===== src/rtl/axi_lite_arbiter_2to1.sv =====
// Two-requester AXI-Lite arbiter in front of one slave; independent write and read arbiters.
// Define AXI_LITE_ARB_FIXED_PRIO_EN for fixed in0 priority instead of round-robin.
module axi_lite_arbiter_2to1 #(
  parameter int AXI_ADDR_WIDTH = 20,
  parameter int AXI_DATA_WIDTH = 16,
  localparam int STRB_WIDTH = (AXI_DATA_WIDTH + 7) / 8
) (
  input  logic                      clk,
  input  logic                      reset,
  input  logic [AXI_ADDR_WIDTH-1:0] in0_axi_awaddr,
  input  logic                      in0_axi_awvalid,
  output logic                      in0_axi_awready,
  input  logic [AXI_DATA_WIDTH-1:0] in0_axi_wdata,
  input  logic [STRB_WIDTH-1:0]     in0_axi_wstrb,
  input  logic                      in0_axi_wvalid,
  output logic                      in0_axi_wready,
  output logic [1:0]                in0_axi_bresp,
  output logic                      in0_axi_bvalid,
  input  logic                      in0_axi_bready,
  input  logic [AXI_ADDR_WIDTH-1:0] in0_axi_araddr,
  input  logic                      in0_axi_arvalid,
  output logic                      in0_axi_arready,
  output logic [AXI_DATA_WIDTH-1:0] in0_axi_rdata,
  output logic [1:0]                in0_axi_rresp,
  output logic                      in0_axi_rvalid,
  input  logic                      in0_axi_rready,
  input  logic [AXI_ADDR_WIDTH-1:0] in1_axi_awaddr,
  input  logic                      in1_axi_awvalid,
  output logic                      in1_axi_awready,
  input  logic [AXI_DATA_WIDTH-1:0] in1_axi_wdata,
  input  logic [STRB_WIDTH-1:0]     in1_axi_wstrb,
  input  logic                      in1_axi_wvalid,
  output logic                      in1_axi_wready,
  output logic [1:0]                in1_axi_bresp,
  output logic                      in1_axi_bvalid,
  input  logic                      in1_axi_bready,
  input  logic [AXI_ADDR_WIDTH-1:0] in1_axi_araddr,
  input  logic                      in1_axi_arvalid,
  output logic                      in1_axi_arready,
  output logic [AXI_DATA_WIDTH-1:0] in1_axi_rdata,
  output logic [1:0]                in1_axi_rresp,
  output logic                      in1_axi_rvalid,
  input  logic                      in1_axi_rready,
  output logic [AXI_ADDR_WIDTH-1:0] out_axi_awaddr,
  output logic                      out_axi_awvalid,
  input  logic                      out_axi_awready,
  output logic [AXI_DATA_WIDTH-1:0] out_axi_wdata,
  output logic [STRB_WIDTH-1:0]     out_axi_wstrb,
  output logic                      out_axi_wvalid,
  input  logic                      out_axi_wready,
  input  logic [1:0]                out_axi_bresp,
  input  logic                      out_axi_bvalid,
  output logic                      out_axi_bready,
  output logic [AXI_ADDR_WIDTH-1:0] out_axi_araddr,
  output logic                      out_axi_arvalid,
  input  logic                      out_axi_arready,
  input  logic [AXI_DATA_WIDTH-1:0] out_axi_rdata,
  input  logic [1:0]                out_axi_rresp,
  input  logic                      out_axi_rvalid,
  output logic                      out_axi_rready
);

  typedef enum logic [1:0] {W_IDLE, W_XFER, W_RESP} w_state_t;
  typedef enum logic [1:0] {R_IDLE, R_ADDR, R_RESP} r_state_t;

  w_state_t w_state, w_state_next;
  r_state_t r_state, r_state_next;
  logic     w_gnt, w_gnt_next, aw_done, w_done;
  logic     r_gnt, r_gnt_next;
  logic     g_awvalid, g_wvalid, g_bready, g_arvalid, g_rready;
  logic     aw_hs, w_hs, b_hs, ar_hs, r_hs;
  logic     w_pick, r_pick;

  assign g_awvalid = w_gnt ? in1_axi_awvalid : in0_axi_awvalid;
  assign g_wvalid  = w_gnt ? in1_axi_wvalid  : in0_axi_wvalid;
  assign g_bready  = w_gnt ? in1_axi_bready  : in0_axi_bready;
  assign g_arvalid = r_gnt ? in1_axi_arvalid : in0_axi_arvalid;
  assign g_rready  = r_gnt ? in1_axi_rready  : in0_axi_rready;

  assign aw_hs = (w_state == W_XFER) && g_awvalid && !aw_done && out_axi_awready;
  assign w_hs  = (w_state == W_XFER) && g_wvalid && !w_done && out_axi_wready;
  assign b_hs  = (w_state == W_RESP) && g_bready && out_axi_bvalid;
  assign ar_hs = (r_state == R_ADDR) && g_arvalid && out_axi_arready;
  assign r_hs  = (r_state == R_RESP) && g_rready && out_axi_rvalid;

`ifdef AXI_LITE_ARB_FIXED_PRIO_EN
  assign w_pick = !in0_axi_awvalid;
  assign r_pick = !in0_axi_arvalid;
`else
  // prio holds the requester that wins the next tie; it moves only when a transaction completes
  logic w_prio, r_prio;
  assign w_pick = (in0_axi_awvalid && in1_axi_awvalid) ? w_prio : in1_axi_awvalid;
  assign r_pick = (in0_axi_arvalid && in1_axi_arvalid) ? r_prio : in1_axi_arvalid;

  always_ff @(posedge clk or posedge reset) begin
    if (reset) begin
      w_prio <= 1'b0;
      r_prio <= 1'b0;
    end else begin
      if (b_hs) w_prio <= !w_gnt;
      if (r_hs) r_prio <= !r_gnt;
    end
  end
`endif

  always_ff @(posedge clk or posedge reset) begin
    if (reset) begin
      w_state <= W_IDLE;
      w_gnt   <= 1'b0;
      aw_done <= 1'b0;
      w_done  <= 1'b0;
    end else begin
      w_state <= w_state_next;
      w_gnt   <= w_gnt_next;
      aw_done <= b_hs ? 1'b0 : (aw_done || aw_hs);
      w_done  <= b_hs ? 1'b0 : (w_done || w_hs);
    end
  end

  always_comb begin
    w_state_next = w_state;
    w_gnt_next   = w_gnt;
    case (w_state)
      W_IDLE: if (in0_axi_awvalid || in1_axi_awvalid) begin
        w_state_next = W_XFER;
        w_gnt_next   = w_pick;
      end
      W_XFER: if ((aw_done || aw_hs) && (w_done || w_hs)) w_state_next = W_RESP;
      W_RESP: if (b_hs) w_state_next = W_IDLE;
      default: w_state_next = W_IDLE;
    endcase
  end

  always_comb begin
    logic xfer, resp;
    xfer = (w_state == W_XFER);
    resp = (w_state == W_RESP);
    out_axi_awaddr  = w_gnt ? in1_axi_awaddr : in0_axi_awaddr;
    out_axi_wdata   = w_gnt ? in1_axi_wdata  : in0_axi_wdata;
    out_axi_wstrb   = w_gnt ? in1_axi_wstrb  : in0_axi_wstrb;
    out_axi_awvalid = xfer && g_awvalid && !aw_done;
    out_axi_wvalid  = xfer && g_wvalid && !w_done;
    out_axi_bready  = resp && g_bready;
    in0_axi_awready = xfer && !w_gnt && !aw_done && out_axi_awready;
    in1_axi_awready = xfer &&  w_gnt && !aw_done && out_axi_awready;
    in0_axi_wready  = xfer && !w_gnt && !w_done && out_axi_wready;
    in1_axi_wready  = xfer &&  w_gnt && !w_done && out_axi_wready;
    in0_axi_bvalid  = resp && !w_gnt && out_axi_bvalid;
    in1_axi_bvalid  = resp &&  w_gnt && out_axi_bvalid;
    in0_axi_bresp   = (resp && !w_gnt) ? out_axi_bresp : '0;
    in1_axi_bresp   = (resp &&  w_gnt) ? out_axi_bresp : '0;
  end

  always_ff @(posedge clk or posedge reset) begin
    if (reset) begin
      r_state <= R_IDLE;
      r_gnt   <= 1'b0;
    end else begin
      r_state <= r_state_next;
      r_gnt   <= r_gnt_next;
    end
  end

  always_comb begin
    r_state_next = r_state;
    r_gnt_next   = r_gnt;
    case (r_state)
      R_IDLE: if (in0_axi_arvalid || in1_axi_arvalid) begin
        r_state_next = R_ADDR;
        r_gnt_next   = r_pick;
      end
      R_ADDR: if (ar_hs) r_state_next = R_RESP;
      R_RESP: if (r_hs) r_state_next = R_IDLE;
      default: r_state_next = R_IDLE;
    endcase
  end

  always_comb begin
    logic addr, resp;
    addr = (r_state == R_ADDR);
    resp = (r_state == R_RESP);
    out_axi_araddr  = r_gnt ? in1_axi_araddr : in0_axi_araddr;
    out_axi_arvalid = addr && g_arvalid;
    out_axi_rready  = resp && g_rready;
    in0_axi_arready = addr && !r_gnt && out_axi_arready;
    in1_axi_arready = addr &&  r_gnt && out_axi_arready;
    in0_axi_rvalid  = resp && !r_gnt && out_axi_rvalid;
    in1_axi_rvalid  = resp &&  r_gnt && out_axi_rvalid;
    in0_axi_rdata   = (resp && !r_gnt) ? out_axi_rdata : '0;
    in1_axi_rdata   = (resp &&  r_gnt) ? out_axi_rdata : '0;
    in0_axi_rresp   = (resp && !r_gnt) ? out_axi_rresp : '0;
    in1_axi_rresp   = (resp &&  r_gnt) ? out_axi_rresp : '0;
  end

endmodule


===== config.mk =====
export PLATFORM = sky130hd
export DESIGN_NAME = axi_lite_arbiter_2to1
export DESIGN_NICKNAME = d
export VERILOG_FILES = /design/src/rtl/axi_lite_arbiter_2to1.sv
export SDC_FILE = /design/constraint.sdc
export NUM_CORES = 1
export LEC_CHECK = 0
export BUFFER_PORTS_ARGS = -buffer_cell sky130_fd_sc_hd__buf_2
export CAP_MARGIN = 40
export CORE_AREA = 2 2 102 104
export CTS_CLUSTER_DIAMETER = 60
export CTS_CLUSTER_SIZE = 30
export DETAILED_ROUTE_END_ITERATION = 16
export DIE_AREA = 0 0 104 106
export HOLD_SLACK_MARGIN = 0.15
export PLACE_DENSITY = 0.55
export SKIP_CTS_REPAIR_TIMING = 1
export SLEW_MARGIN = 10
export SYNTH_ARGS = -nofsm -noshare
export SYNTH_HDL_FRONTEND = slang
export SYNTH_SLANG_ARGS = --single-unit

===== constraint.sdc =====
create_clock -name clk -period 2.79 [get_ports clk]
set_input_delay 0.1395 -clock clk [delete_from_list [all_inputs] [get_ports clk]]
set_output_delay 0.1395 -clock clk [all_outputs]
set_load 0.1 [all_outputs]

### Word-level counts from Yosys, hierarchy flattened

Index checks and enable logic that the tools add are counted.

| operators by class | value |
|---|---|
| equality and inequality tests | 10 |
| reductions and logical operators | 51 |
| multiplexer cells | 27 |

Operators by type and width:

| cell | count |
|---|---|
| two-way mux 16 bit | 3 |
| two-way mux 20 bit | 2 |
| logical AND 1 bit | 37 |
| two-way mux 2 bit | 11 |
| one-hot mux 2 bit (3 select lines) | 2 |
| inequality test 2 bit (second input constant) | 5 |
| two-way mux 1 bit | 9 |
| AND reduction 3 bit | 2 |
| equality test 2 x 1 -> 1 bit (second input constant) | 2 |
| equality test 2 bit (second input constant) | 2 |
| zero test 1 bit | 4 |
| zero test 2 bit | 2 |
| logical OR 1 bit | 4 |
| AND reduction 2 bit | 2 |
| inequality test 2 x 1 -> 1 bit (second input constant) | 1 |

| word-level totals | value |
|---|---|
| word-level logic and storage cells | 96 |
| bits in registers | 10 |
| input port bits | 153 |

### Longest topological paths before layout

| depth | value |
|---|---|
| word-level depth | 8 |
| gate-level depth with buffers | 5 |
| depth with buffers taken out | 3 |

### Worst setup path before layout

Ideal clock, no wire load.

| timing | value |
|---|---|
| path kind | register -> output |
| from | register w_gnt |
| to | output in0_axi_awready |
| required time | 2.651 ns |
| setup slack | -1.273 ns |
| cell stages (with the launch flop) | 5 |
| buffers on the path | 3 |
| data arrival time | 3.924 ns |
| cells stage by stage | dfrtp_1 buf_6 buf_4 buf_6 nor4b_1 |

| between the ends | value |
|---|---|
| word-level cells in the longest chain between the ends | 4 |

Ends and longest elaborated chain:

| element | line | source |
|---|---|---|
| from (decl) | 68 | `logic w_gnt, w_gnt_next, aw_done, w_done;` |
| from (signal assigned) | 114 | `w_gnt <= w_gnt_next;` |
| zero test 1 bit | 144 | `in0_axi_awready = xfer && !w_gnt && !aw_done && out_axi_awready;` |
| logical AND 1 bit (3 in a row) | 144 |  |
| to (decl) | 12 | `output logic in0_axi_awready,` |

Every way passes these cells.

### Worst setup path after layout

| timing | value |
|---|---|
| from | register w_gnt |
| to | output out_axi_awaddr[15] |

| between the ends | value |
|---|---|
| word-level cells in the longest chain between the ends | 1 |

Ends and longest elaborated chain:

| element | line | source |
|---|---|---|
| two-way mux 20 bit | 138 | `out_axi_awaddr = w_gnt ? in1_axi_awaddr : in0_axi_awaddr;` |
| to (decl) | 44 | `output logic [AXI_ADDR_WIDTH-1:0] out_axi_awaddr,` |

Every way passes these cells.

==> metrics.cfg <==
[outcome]
run_status=completed

[timing]
fin_skew_ns=0.000255
finalCritPeriodShare_pct=79.3
slew_headroom_pct=57.3
hold_viol=0
slew_viol_final=0
max_freq_mhz=452
finalCriticalPeriod_ns=2.21
setup-violations-final=0
rsz0062_at_grt=no
worstMarginPinSlew_ns=0.640

[power_and_ir_drop]
leakagePower_nw=1.81
p_per_area_mw_per_mm2=1400
ir_drop_mv=0.706
p_total_mw=4.46

[drt]
drt-initial-drc-count=103
viasPerCell=4.14
wl_per_cell_um=11.9
wirelength_um=6890
vias=2404
first_pass_iters=4
drcViolationCount=0
drt.antenna.violating_nets=0

[finish]
diodes=0
final_nets=598
drive_gt1_share_pct=77.5
area_delta_synth_final_pct=91.1
final_area_mm2=0.00318

[synth]
synth-seq-area-share_pct=15.0
synth.largest_area_cell=mux2_2
netlist_top_cells_count=mux2_2, and2_1, nor2_1
ys.flop_type=dfrtp_1
netlist_area_mm2=0.00166
ys_seq_elements=10
synth_cell_types=32
synth_top_area_share_pct=39.2
avgSynthCellArea_um2=9.09
synth_area_leaders=mux2_2, dfrtp_1, and2_1, nor2_1, buf_6
synth-edff-count=0
yosysWarnings=0
synthMostInstantiatedCell=mux2_2
async_reset_ff_share_pct=100
synthCells=183
syn-num-nets=336

[die]
rows=37
die_y_um=106
ios=266
die_w_um=104
die-area_mm2=0.0110
start_util_pct=16.6
core-area_mm2=0.0100

[worst_setup_path]
crit_path_start_kind=flip-flop
path_buf_inv=2
critPathMaxStageDelay_ns=0.77
path_max_fanout=32
crit_chain=buf_4, mux2_2, buf_2
arrival_ns=2.07
crit_type=reg -> out
required_ns=2.65
cpMaxStageDelayCell=dfrtp_2
crit_family=flip-flops
critPathCaptureType=primary output

[clock_tree]
cts.sinks=10
clk_pin_slew_ns=0.05
cts.htree.levels=1
clock_path_buffers=2
root_buffer=clkbuf_8
clk_latency_ns=0.23
cts_tree=yes
numCtsBuffers=3

[place]
io_buffers=265
dp_hpwl_um=6080
gp_congestion=0.838
placed_area_mm2=0.00311

[worst_hold_path]
hold_path_class=in -> reg

[global_routing]
grt_pass1_wl_um=10700
track_usage_pct=11.6
antenna_found_initial=0
grt_pass1_vias=2269
grt_max_degree=33
overflow=0

[run]
maxCapViolations=0

## metrics by stage
step | worst slack (ns) | util, % | TNS, ns | hold WS [ns] | std cells
2_1_floorplan | -1.27 | - | -3.10 | -0.0203 | 183
6_report | 0.577 | 31.8 | 0 | 0.131 | 580
5_1_grt | 0.455 | 31.8 | 0 | 0.155 | 580
3_3_place_gp | 0.884 | 31.1 | 0 | 0.163 | 574
3_5_place_dp | 0.825 | 31.1 | 0 | 0.164 | 574
4_1_cts | 0.569 | 31.6 | 0 | -0.0883 | 578
## cell usage in the layout, fill, tap and decap left out
cell type / Yosys / final
a21oi_1: 2 / 2
a31oi_1: 2 / 2
a31oi_2: 2 / 2
and2_1: 36 / 36
and2b_4: 1 / 1
and4b_1: 2 / 2
buf_2: 5 / 265
buf_4: 1 / 2
clkbuf_8: 0 / 4
dfrtp_1: 10 / 9
dfrtp_2: 0 / 1
dlygate4sd3_1: 0 / 2
inv_1: 5 / 5
mux2_1: 1 / 1
mux2_2: 58 / 58
mux2_4: 2 / 2
mux2i_1: 3 / 3
mux2i_2: 1 / 1
nand2_1: 8 / 8
nand2b_1: 2 / 2
nand2b_4: 1 / 1
nor2_1: 14 / 14
nor2_4: 2 / 2
nor2b_1: 3 / 3
nor3_1: 6 / 5
nor3_2: 1 / 2
nor3b_2: 1 / 3
nor4b_1: 2 / 2
o22ai_1: 1 / 1
o31a_1: 1 / 1
o32ai_1: 2 / 2
## power breakdown
part / switching (mW) / internal, mW / leakage (nW) / total (mW)
registers: 0.170 / 0.214 / 0.116 / 0.384
logic: 3.10 / 0.803 / 1.67 / 3.90
clock network: 0.0547 / 0.124 / 0.0288 / 0.179
total: 3.32 / 1.14 / 1.81 / 4.46
## worst paths after layout
path                       depth (start not counted)  slack [ns]            start                 end
setup reg to reg                                   3        1.09            w_gnt              w_prio
hold / removal                                     2        0.13  in0_axi_arvalid               r_gnt
setup / recovery                                   3        0.58            w_gnt  out_axi_awaddr[15]
hold reg to reg                                    1        0.50           r_prio              r_prio
max in group asynchronous                          3        2.04            reset               w_gnt
min in group asynchronous                          3        0.43            reset          r_state[0]
## registers in the layout, indices dropped and copies added, names as in the netlist
register and count:
r_state 2, w_state 2, aw_done 1, r_gnt 1, r_prio 1, w_done 1
w_gnt 1, w_prio 1
## routing by layer
| metal | routed length, um | track usage (%) |
|---|---|---|
| met5 | 0 | 0 |
| met4 | 59 | 1.93 |
| met3 | 709 | 3.74 |
| met2 | 3620 | 22.0 |
| met1 | 2490 | 12.7 |
## kinds of logic (layout without fill, tap and decap cells)
logic type             after synthesis  count (layout)  synth area share (%)
AO/OA/AOI/OAI                       10              10                  4.81
buffers and inverters               17             278                  6.32
flip-flops                          10              10                  15.0
multiplexers                        65              65                  44.4
AND/OR/NAND/NOR                     81              81                  29.5
## area by class of cell
type | instances | area (um2)
Clock buffer | 4 | 55.1
Inverter | 5 | 18.8
Tap cell | 136 | 170
Sequential cell | 10 | 251
Fill cell | 1116 | 6820
Timing Repair Buffer | 269 | 1360
Multi-Input combinational cell | 156 | 1320
Power figures use the tool's default switching activity.
